## src/rtl/mvm_stream_pkg.sv

```systemverilog
// Shared command codes, FSM state encoding and output saturation helper
// for the byte-stream matrix-vector engine.
package mvm_stream_pkg;

   localparam logic [7:0] CMD_LOAD_K = 8'h01;
   localparam logic [7:0] CMD_LOAD_X = 8'h02;

   typedef enum logic [2:0] {
      IDLE    = 3'd0,
      LOAD_K  = 3'd1,
      LOAD_X  = 3'd2,
      COMPUTE = 3'd3,
      SEND    = 3'd4
   } state_t;

   // Clamp an accumulator (already sign- or zero-extended to 64 bits) into
   // a w_y-bit result; the caller keeps the low w_y bits of the return value.
   function automatic logic [63:0] sat_y(input logic [63:0] acc, input logic is_signed,
                                         input int w_y);
      longint v;
      longint hi;
      longint lo;
      v = longint'(acc);
      if (is_signed) begin
         hi = (64'sd1 <<< (w_y - 1)) - 64'sd1;
         lo = -hi - 64'sd1;
         if (v > hi) v = hi;
         else if (v < lo) v = lo;
      end else begin
         hi = (64'sd1 <<< w_y) - 64'sd1;
         if (acc > 64'(hi)) v = hi;
      end
      return 64'(v);
   endfunction

endpackage

```

## src/rtl/mvm_stream_if.sv

```systemverilog
// Word stream with valid/ready handshake (UART RX/TX side of the engine).
interface mvm_stream_if #(
   parameter int BITS_PER_WORD = 8
) ();
   logic [BITS_PER_WORD-1:0] data;
   logic                     valid;
   logic                     ready;

   modport master (output data, output valid, input ready);
   modport slave  (input data, input valid, output ready);
endinterface

```

## src/rtl/mvm_stream_engine_mac.sv

```systemverilog
// Multiply-accumulate with per-row clear and saturated row result.
// y reflects the accumulator including the current product, so the top
// can store it on the last column of a row.
module mvm_mac_sat
   import mvm_stream_pkg::*;
#(
   parameter int W_X     = 4,
   parameter int W_K     = 4,
   parameter int W_ACC   = 10,
   parameter int W_Y_OUT = 8,
   parameter int SIGNED  = 1
) (
   input  logic               clk,
   input  logic               en,
   input  logic               row_start,
   input  logic [W_X-1:0]     x,
   input  logic [W_K-1:0]     k,
   output logic [W_Y_OUT-1:0] y
);

   logic [W_ACC-1:0] x_ext;
   logic [W_ACC-1:0] k_ext;
   logic [W_ACC-1:0] prod;
   logic [W_ACC-1:0] acc;
   logic [W_ACC-1:0] acc_next;
   logic [63:0]      acc_wide;

   // Extend operands, multiply, accumulate and saturate the running sum
   always_comb begin
      if (SIGNED != 0) begin
         x_ext    = W_ACC'($signed(x));
         k_ext    = W_ACC'($signed(k));
      end else begin
         x_ext    = W_ACC'(x);
         k_ext    = W_ACC'(k);
      end
      prod     = x_ext * k_ext;
      acc_next = (row_start ? '0 : acc) + prod;
      if (SIGNED != 0) acc_wide = 64'($signed(acc_next));
      else             acc_wide = 64'(acc_next);
      y        = W_Y_OUT'(sat_y(acc_wide, SIGNED != 0, W_Y_OUT));
   end

   // Accumulator advances only while the engine is computing
   always_ff @(posedge clk) begin
      if (en) acc <= acc_next;
   end

endmodule

```

## src/rtl/mvm_stream_engine.sv

```systemverilog
// Byte-stream matrix-vector engine: y = K*x with command decode, K reuse,
// signed/unsigned arithmetic and saturated outputs.
module mvm_stream_engine
   import mvm_stream_pkg::*;
#(
   parameter int R             = 2,
   parameter int C             = 2,
   parameter int W_X           = 4,
   parameter int W_K           = 4,
   parameter int W_Y_OUT       = 8,
   parameter int BITS_PER_WORD = 8,
   parameter int SIGNED        = 1
) (
   input  logic         clk,
   input  logic         rst,
   mvm_stream_if.slave  s,
   mvm_stream_if.master m,
   output logic         busy,
   output logic         err_cmd
);

   localparam int RC    = R * C;
   localparam int EW    = (RC > 1) ? $clog2(RC) : 1;
   localparam int CW    = (C > 1) ? $clog2(C) : 1;
   localparam int RW    = (R > 1) ? $clog2(R) : 1;
   localparam int W_ACC = W_X + W_K + $clog2(C) + 1;

   state_t                   state, state_next;
   logic                     s_ready, m_valid, k_loaded;
   logic [BITS_PER_WORD-1:0] m_data;
   logic [EW-1:0]            k_idx, e_idx;
   logic [CW-1:0]            x_idx, col;
   logic [RW-1:0]            row, send_idx;
   logic [W_K-1:0]           k_mem [RC];
   logic [W_X-1:0]           x_mem [C];
   logic [W_Y_OUT-1:0]       y_buf [R];
   logic [W_Y_OUT-1:0]       y_mac;
   logic s_fire, m_fire, cmd_ok, k_last, x_last, e_last, col_last, send_last;

   function automatic logic [BITS_PER_WORD-1:0] ext_y(input logic [W_Y_OUT-1:0] v);
      if (SIGNED != 0) return BITS_PER_WORD'($signed(v));
      else             return BITS_PER_WORD'(v);
   endfunction

   assign s.ready = s_ready;
   assign m.valid = m_valid;
   assign m.data  = m_data;
   assign busy    = (state != IDLE);

   mvm_mac_sat #(
      .W_X(W_X), .W_K(W_K), .W_ACC(W_ACC), .W_Y_OUT(W_Y_OUT), .SIGNED(SIGNED)
   ) u_mac (
      .clk(clk), .en(state == COMPUTE), .row_start(col == '0),
      .x(x_mem[col]), .k(k_mem[e_idx]), .y(y_mac)
   );

   // Handshake qualifiers, last-element flags and next-state decode
   always_comb begin
      s_fire     = s.valid & s_ready;
      m_fire     = m_valid & m.ready;
      cmd_ok     = (s.data == BITS_PER_WORD'(CMD_LOAD_K)) ||
                   ((s.data == BITS_PER_WORD'(CMD_LOAD_X)) && k_loaded);
      k_last     = (k_idx == EW'(RC - 1));
      x_last     = (x_idx == CW'(C - 1));
      e_last     = (e_idx == EW'(RC - 1));
      col_last   = (col == CW'(C - 1));
      send_last  = (send_idx == RW'(R - 1));
      state_next = state;
      case (state)
         IDLE:    if (s_fire && cmd_ok)
                     state_next = (s.data == BITS_PER_WORD'(CMD_LOAD_K)) ? LOAD_K : LOAD_X;
         LOAD_K:  if (s_fire && k_last) state_next = LOAD_X;
         LOAD_X:  if (s_fire && x_last) state_next = COMPUTE;
         COMPUTE: if (e_last) state_next = SEND;
         SEND:    if (m_fire && send_last) state_next = IDLE;
         default: state_next = IDLE;
      endcase
   end

   // Control state, counters, K storage and output handshake registers
   always_ff @(posedge clk) begin
      if (rst) begin
         state    <= IDLE;
         s_ready  <= 1'b0;
         m_valid  <= 1'b0;
         m_data   <= '0;
         err_cmd  <= 1'b0;
         k_loaded <= 1'b0;
         k_idx    <= '0;
         x_idx    <= '0;
         e_idx    <= '0;
         col      <= '0;
         row      <= '0;
         send_idx <= '0;
         for (int i = 0; i < RC; i++) k_mem[i] <= '0;
      end else begin
         state   <= state_next;
         s_ready <= (state_next == IDLE) || (state_next == LOAD_K) || (state_next == LOAD_X);
         err_cmd <= (state == IDLE) && s_fire && !cmd_ok;
         case (state)
            LOAD_K: if (s_fire) begin
               k_mem[k_idx] <= s.data[W_K-1:0];
               k_idx        <= k_last ? '0 : k_idx + EW'(1);
               if (k_last) k_loaded <= 1'b1;
            end
            LOAD_X: if (s_fire) x_idx <= x_last ? '0 : x_idx + CW'(1);
            COMPUTE: begin
               e_idx <= e_last ? '0 : e_idx + EW'(1);
               col   <= col_last ? '0 : col + CW'(1);
               if (col_last) row <= e_last ? '0 : row + RW'(1);
            end
            SEND: begin
               if (!m_valid) begin
                  m_valid <= 1'b1;
                  m_data  <= ext_y(y_buf[send_idx]);
               end else if (m.ready) begin
                  if (send_last) begin
                     m_valid  <= 1'b0;
                     send_idx <= '0;
                  end else begin
                     m_data   <= ext_y(y_buf[send_idx + RW'(1)]);
                     send_idx <= send_idx + RW'(1);
                  end
               end
            end
            default: ;
         endcase
      end
   end

   // Data storage for x and the saturated row results
   always_ff @(posedge clk) begin
      if (state == LOAD_X && s_fire) x_mem[x_idx] <= s.data[W_X-1:0];
      if (state == COMPUTE && col_last) y_buf[row] <= y_mac;
   end

endmodule

```

## src/flat_wrapper.sv

```systemverilog
// flat-port wrapper written by rule: the top's interface ports become plain ports
module mvm_stream_engine_flat import mvm_stream_pkg::*;
#(
   parameter int R             = 2,
   parameter int C             = 2,
   parameter int W_X           = 4,
   parameter int W_K           = 4,
   parameter int W_Y_OUT       = 8,
   parameter int BITS_PER_WORD = 8,
   parameter int SIGNED        = 1
)
  (clk, rst, busy, err_cmd, s_data, s_valid, s_ready, m_data, m_valid, m_ready);
  mvm_stream_if #(.BITS_PER_WORD(BITS_PER_WORD)) s_i ();
  mvm_stream_if #(.BITS_PER_WORD(BITS_PER_WORD)) m_i ();
  input  logic clk;
  input  logic rst;
  output logic busy;
  output logic err_cmd;
  input wire logic [$bits(s_i.data)-1:0] s_data;
  input wire logic [$bits(s_i.valid)-1:0] s_valid;
  output wire logic [$bits(s_i.ready)-1:0] s_ready;
  output wire logic [$bits(m_i.data)-1:0] m_data;
  output wire logic [$bits(m_i.valid)-1:0] m_valid;
  input wire logic [$bits(m_i.ready)-1:0] m_ready;
  assign s_i.data = s_data;
  assign s_i.valid = s_valid;
  assign s_ready = s_i.ready;
  assign m_data = m_i.data;
  assign m_valid = m_i.valid;
  assign m_i.ready = m_ready;
  mvm_stream_engine #(.R(R), .C(C), .W_X(W_X), .W_K(W_K), .W_Y_OUT(W_Y_OUT), .BITS_PER_WORD(BITS_PER_WORD), .SIGNED(SIGNED)) u_core (.clk(clk), .rst(rst), .s(s_i), .m(m_i), .busy(busy), .err_cmd(err_cmd));
endmodule
```

## config.mk

```make
export PLATFORM = sky130hd
export DESIGN_NAME = mvm_stream_engine_flat
export DESIGN_NICKNAME = d
export VERILOG_FILES = /design/src/rtl/mvm_stream_pkg.sv /design/src/rtl/mvm_stream_if.sv /design/src/rtl/mvm_stream_engine_mac.sv /design/src/rtl/mvm_stream_engine.sv /design/src/flat_wrapper.sv
export SDC_FILE = /design/constraint.sdc
export NUM_CORES = 1
export LEC_CHECK = 0
export BUFFER_PORTS_ARGS = -buffer_cell sky130_fd_sc_hd__buf_2
export CORE_MARGIN = 5
export CORE_UTILIZATION = 65
export CTS_BUF_LIST = sky130_fd_sc_hd__clkbuf_8
export DETAILED_ROUTE_END_ITERATION = 7
export GPL_ROUTABILITY_DRIVEN = 0
export PLACE_DENSITY = 0.89
export SYNTH_ARGS = -nofsm -noshare
export SYNTH_HDL_FRONTEND = slang
export SYNTH_HIERARCHICAL = 1
export SYNTH_SLANG_ARGS = --single-unit
```

## constraint.sdc

```tcl
create_clock -name clk -period 9.9 [get_ports clk]
set_input_delay 1.98 -clock clk [delete_from_list [all_inputs] [get_ports clk]]
set_output_delay 1.98 -clock clk [all_outputs]
set_load 0.01 [all_outputs]
```

==> flow_summary.ini, run 1 <==
[clock_tree]
post-cts-setup-buffers = 0
cts.clk_slew.worst_paths_ns = 0.07
clock-root-buffer = clkbuf_8
postCtsHoldBufs = 0
cts_max_level = 3
cts_resized = 0
clkLatencyLatePin_ns = 0.35
tritoncts = built
cts_buffers = 9
cts_num_sinks = 77
cts_buffer_depth = 2

[layout]
fill_cells = 403
fin_util = 0.730
seq_area_um2 = 2040
syn_to_final_growth_pct = 8.39
fin_nets = 452
antenna_cells = 0
multi_input_area_um2 = 2120
drive_gt1_frac = 0.170

[global_routing]
grt_usage = 0.212
grt_pass1_wl_mm = 13.9
grt-ovfl-total = 0
grt_pass1_vias = 2972
grt_max_degree = 35
antenna_found_initial = 0

[flow_run]
maxCapViolCount = 0

[setup_path]
worstPathMaxFanout = 5
cpPeakStageDelay_ns = 0.61
cp.arrival_ns = 5.68
rr_endpoint = u_core/y_buf[1][3]
cp_cell_sequence = mux4_2, nand2b_1, fa_1, fa_1, inv_1, fa_1, ha_1, inv_1, fa_1, nand2b_1, a21oi_2, xnor2_1, ha_1, a21o_1, o2111a_1, or3_4, a21oi_1, nor2_1
crit_path_end_kind = flip-flop
crit_top_cell = fa_1
crit_slowest_cell = mux4_2
reg2reg_slack_ns = 4.32
critPathLaunchType = flip-flop
worstSetupPathType = reg -> reg
crit_required_ns = 10.00
reg2reg_depth = 18

[power_and_ir_drop]
ir_drop_mv = 0.155
p_leak_nw = 1.88
power_density_nw_per_um2 = 138

[min_path]
holdCritStartpoint = u_core/e_idx[1]
hp-class = reg -> reg
hold_depth = 2

[placed_design]
hpwl_mm = 6.32
port_buffers = 23

[timing]
rsz0062_at_grt = false
fin_setup_tns_ns = 0
slew_headroom = 0.242
worst_clock_skew_ns = 0.00725
hold_violations = 0
fin_crit_sh = 0.564
maxSlewViolCount = 0
fmax_ghz = 0.179
finalCriticalPeriod_ns = 5.58
finalSetupViolCount = 0
tightestPinTransition_ns = 1.13

[floorplanning]
design.core.area_um2 = 6420
die-width_um = 91.6
dieArea_um2 = 8390
rows = 29
start_util = 0.673
ioPinCount = 24
die_y_um = 91.6

[synth]
syn_area_um2 = 4330
synth_area_leaders = edfxtp_1 35%, dfxtp_1 12%, ha_1 6.9%, fa_1 4.6%, nor2_1 3.2%
synth_top_area_share = 0.347
netlist_instances = 380
synth_edf_count = 50
avgSynthCellArea_um2 = 11.4
syn-num-nets = 426
async_flop_share = 0
ys_seq_area_frac = 0.472
yosys_warnings = 6
ys_types = 59
ys_seq_elements = 77
yosysTopAreaCell = edfxtp_1
synth_flop_cell = edfxtp_1

[detailed_routing]
routedWlPerCell_um = 17.2
routed_wl_mm = 8.40
ant_nets = 0
drtPass1Iterations = 4
first_iter_violations = 244
drc = 0
vias = 2961
routed_via_density = 6.07

[outcome]
status = complete, no violations
[where the power goes]
part	internal, mW	switching, mW
clock network	0.115	0.111
registers	0.348	0.00117
logic	0.0271	0.0433
total	0.490	0.156
[stage by stage]
step | setup WS, ns | power, mW | cells | hold slack [ns] | area (µm²)
after global placement | 4.50 | 0.421 | 472 | 0.454 | 4500
after floorplan | 4.63 | 0.408 | 380 | 0.437 | 4330
after detailed placement | 4.34 | 0.426 | 472 | 0.474 | 4500
after global routing | 4.03 | 0.671 | 488 | 0.523 | 4690
after CTS | 4.31 | 0.649 | 488 | 0.491 | 4690
final | 4.32 | 0.646 | 488 | 0.486 | 4690
[cells by family (layout without fill, tap and decap cells)]
family | after synthesis | after routing | share of synthesized area
compound gates | 64 | 64 | 0.104
xor+xnor | 16 | 16 | 0.0437
fa+ha+maj | 34 | 34 | 0.116
buf+inv | 42 | 73 | 0.0385
flops | 77 | 77 | 0.472
mux | 20 | 20 | 0.0622
simple gates | 127 | 127 | 0.164
[layer usage]
layer  track usage  vias up  wire (µm)
li1              -     1404          -
met5             0        -          0
met2         0.357       97       4310
met4         0.101        0        147
met1         0.264     1448       3450
met3        0.0372       12        487
[critical path: cells and delay by family (launching register included)]
family | cells | cell delay, ns
compound gates | 4 | 0.83
xor+xnor | 1 | 0.21
fa+ha+maj | 6 | 2.30
buf+inv | 2 | 0.10
flops | 1 | 0.47
mux | 1 | 0.61
simple gates | 4 | 0.80
[sequential cells by signal, summed over array words and instances, names as in the netlist, named ones only]
| register | flops |
|---|---|
| u_core/state | 3 |
| u_core/col | 1 |
| u_core/x_mem | 8 |
| u_core/k_mem | 16 |
| u_core/e_idx | 2 |
| u_core/err_cmd | 1 |
| u_core/x_idx | 1 |
| u_core/s.ready | 1 |
| u_core/m.valid | 1 |
| u_core/k_loaded | 1 |
| u_core/y_buf | 16 |
| u_core/send_idx | 1 |
| u_core/m.data | 8 |
| u_core/u_mac/acc | 10 |
| u_core/k_idx | 2 |
| u_core/row | 1 |
[cell usage after synthesis (2+ instances only)]
| library cell | count |
|---|---|
| o2111a_1 | 2 |
| o21bai_1 | 2 |
| nor4_1 | 6 |
| a31oi_1 | 3 |
| nand2b_1 | 9 |
| a211oi_2 | 2 |
| nor4b_2 | 2 |
| and2_2 | 2 |
| a21oi_1 | 20 |
| o21ai_0 | 5 |
| a21o_1 | 4 |
| dfxtp_1 | 27 |
| mux2_2 | 5 |
| xnor2_1 | 13 |
| nand3b_1 | 3 |
| nor2_1 | 37 |
| nor3_1 | 4 |
| clkbuf_1 | 6 |
| nand2_1 | 17 |
| or2_2 | 2 |
| and2_1 | 17 |
| fa_1 | 10 |
| edfxtp_1 | 50 |
| ha_1 | 24 |
| o21a_1 | 2 |
| inv_1 | 32 |
| a211oi_1 | 10 |
| mux4_2 | 4 |
| o21ai_1 | 2 |
| inv_2 | 2 |
| nor2b_1 | 14 |
| nand2_2 | 2 |
| a2111oi_0 | 2 |
| xnor3_2 | 2 |
| mux2i_1 | 10 |
| o31a_1 | 3 |
[layout by cell type, fill, tap and decap left out, drive strengths merged, types with 3 or more instances in the layout]
cell,count
a211oi,12
a21o,4
a21oi,22
a31oi,3
and2,19
buf,23
clkbuf,9
dfxtp,27
edfxtp,50
fa,10
ha,24
inv,36
mux2,5
mux2i,11
mux4,4
nand2,19
nand2b,9
nand3b,3
nor2,38
nor2b,14
nor3,5
nor4,6
o21ai,7
o31a,3
xnor2,14
[worst max path at each step]
stage / start / end / slack (ns)
2_1_floorplan: flip-flop / u_core/y_buf[0][3] / 4.63
3_3_place_gp: flip-flop / u_core/y_buf[0][6] / 4.50
3_5_place_dp: flip-flop / u_core/y_buf[1][3] / 4.34
4_1_cts: flip-flop / u_core/y_buf[1][3] / 4.31
5_1_grt: flip-flop / u_core/y_buf[0][4] / 4.03
6_report: flip-flop / u_core/y_buf[1][3] / 4.32
[cell type report]
type                            instances  share of cell area
Clock buffer                            9              0.0264
Clock inverter                          7              0.0141
Inverter                               34              0.0272
Multi-Input combinational cell        261               0.452
Sequential cell                        77               0.436
Tap cell                               77              0.0205
Timing Repair Buffer                   23              0.0246
(Power assumes the default switching activity.)
==> run 2, diff against run 1 <==
--- a/config.mk
+++ b/config.mk
@@ -7,11 +7,11 @@
 export LEC_CHECK = 0
 export BUFFER_PORTS_ARGS = -buffer_cell sky130_fd_sc_hd__buf_2
 export CORE_MARGIN = 5
-export CORE_UTILIZATION = 65
+export CORE_UTILIZATION = 57
 export CTS_BUF_LIST = sky130_fd_sc_hd__clkbuf_8
 export DETAILED_ROUTE_END_ITERATION = 7
 export GPL_ROUTABILITY_DRIVEN = 0
-export PLACE_DENSITY = 0.89
+export PLACE_DENSITY = 0.83
 export SYNTH_ARGS = -nofsm -noshare
 export SYNTH_HDL_FRONTEND = slang
 export SYNTH_HIERARCHICAL = 1
==> constraint.sdc (replaced) <==
create_clock -name clk -period 4.7 [get_ports clk]
set_input_delay 0.94 -clock clk [delete_from_list [all_inputs] [get_ports clk]]
set_output_delay 0.94 -clock clk [all_outputs]
set_load 0.01 [all_outputs]
==> run 2 against run 1 <==
  * The run now ends with negative setup slack left
  * Cell count rose by 12%
  * Sequential share of layout area fell by 3.9 points
  * Register-to-register slack got worse by 4.9 ns
  * Critical path depth did not move
  * Clock-buffer cell count did not move
  * Design area rose by 10%
  * Clock power rose by 110%
  * Maximum frequency rose by 5.6%
  * Die area rose by 12%
  * Utilization fell by 2.6 points
  * Largest cell class unchanged
==> flow_summary.ini, run 2 (synthesized netlist as in run 1, its figures left out) <==
[outcome]
status = finished, violations left
violations = negative setup slack

[layout]
layout_common_cells = 50 x edfxtp_1, 35 x nor2_1, 34 x buf_4
fin_util = 0.704
stdcell_area_um2 = 5160
fin_cells = 546
top_regs = u_core/k_mem x16, u_core/y_buf x16, u_core/u_mac/acc x10
mostFrequentLayoutCell = edfxtp_1
drive_gt1_frac = 0.311
antenna_cells = 0
fin_nets = 488
fill_cells = 481
syn_to_final_growth_pct = 19.3

[power_and_ir_drop]
power.total_mw = 1.40
ir_drop_mv = 0.264
power_density_nw_per_um2 = 272
p_leak_nw = 2.08

[timing]
finalSetupViolCount = 18
fin_crit_sh = 1.12
setup_ws_ns = -0.585
tightestPinTransition_ns = 1.09
finalCriticalPeriod_ns = 5.28
slew_headroom = 0.270
maxSlewViolCount = 0
fmax_ghz = 0.189
worst_clock_skew_ns = 0.0106
hold_violations = 0
rsz0062_at_grt = true

[min_path]
whs_endpoint = u_core/k_loaded
hold_depth = 2
hp-class = reg -> reg
holdCritStartpoint = u_core/k_loaded

[global_routing]
grt_usage = 0.193
grt_pass1_vias = 3198
grt_max_degree = 35
grt_pass1_wl_mm = 14.9
antenna_found_initial = 0
grt-ovfl-total = 0

[setup_path]
critPathLaunchType = flip-flop
rr_endpoint = u_core/y_buf[0][5]
cp.arrival_ns = 5.38
worstPathMaxFanout = 6
reg2reg_slack_ns = -0.58
worstSetupPathType = reg -> reg
reg2reg_depth = 18
crit_path_end_kind = flip-flop
crit_required_ns = 4.79

[detailed_routing]
routed_wl_mm = 8.96
ant_nets = 0
first_iter_violations = 213
vias = 3086
routed_via_density = 5.65
drc = 0
routedWlPerCell_um = 16.4
drtPass1Iterations = 4

[clock_tree]
postCtsHoldBufs = 0
cts_max_level = 3
clock-root-buffer = clkbuf_8
cts_buffer_depth = 2
cts_num_sinks = 77
clkLatencyLatePin_ns = 0.36
cts_buffers = 9
cts.clk_slew.worst_paths_ns = 0.08
tritoncts = built

[placed_design]
hpwl_mm = 6.29
dp_slack_ns = -0.590
dp_cells = 516
port_buffers = 23
dpl_cell_area_um2 = 4760

[floorplanning]
die_y_um = 97.1
ioPinCount = 24
start_util = 0.590
design.core.area_um2 = 7330
rows = 31
die-width_um = 97.1
dieArea_um2 = 9430

[flow_run]
maxCapViolCount = 0
-- run 2: worst max-delay path by stage --
stage | depth (start not counted) | slack, ns | to
after floorplan | 18 | -0.37 | u_core/y_buf[0][5]
after global placement | 19 | -0.42 | u_core/y_buf[0][6]
after detailed placement | 18 | -0.59 | u_core/y_buf[0][1]
after CTS | 18 | -0.48 | u_core/y_buf[0][5]
after global routing | 18 | -0.78 | u_core/y_buf[0][5]
final | 18 | -0.58 | u_core/y_buf[0][5]
-- run 2: through the flow --
stage	setup TNS, ns	hold WS (ns)
after floorplan	-4.83	0.437
after global placement	-6.43	0.452
after detailed placement	-8.91	0.483
after CTS	-7.22	0.501
after global routing	-12.06	0.539
final	-8.15	0.497
-- run 2: critical path, stage by stage (launching register included) --
cell	delay [ns]
dfxtp_4	0.38
mux4_2	0.52
nand2b_1	0.11
fa_1	0.44
fa_1	0.49
inv_1	0.05
fa_1	0.49
ha_2	0.19
inv_2	0.04
fa_2	0.53
inv_2	0.04
ha_4	0.25
o21a_1	0.11
o31a_1	0.15
o31a_1	0.30
and4b_1	0.24
or3_4	0.43
o21ai_2	0.15
nand2_1	0.11
-- run 2: cell type report --
cell class | count | area, µm² | area share
multi-input cells | 261 | 2290 | 0.443
flip-flops and latches | 77 | 2050 | 0.397
repair buffers | 59 | 393 | 0.0762
inverters | 34 | 128 | 0.0247
clock buffers | 9 | 124 | 0.0240
well taps | 99 | 124 | 0.0240
clock inverters | 7 | 57.6 | 0.0112
-- run 2: per-layer routing --
| metal | share of wire | GRT usage |
|---|---|---|
| met2 | 0.52 | 0.339 |
| met1 | 0.42 | 0.242 |
| met4 | 0.017 | 0.0734 |
| met5 | 0 | 0 |
| met3 | 0.046 | 0.0258 |
-- run 2: timing repair --
action                                  4_1_cts  5_1_grt
gates resized for setup                      13        9
pin swaps                                    14        8
endpoints found under the setup margin       18       20
buffers inserted                             10        4
-- run 2: report_power, final --
group          total [mW]  internal, mW  switching (mW)
registers           0.735         0.732         0.00251
clock network       0.466         0.199           0.267
logic               0.201        0.0905           0.111
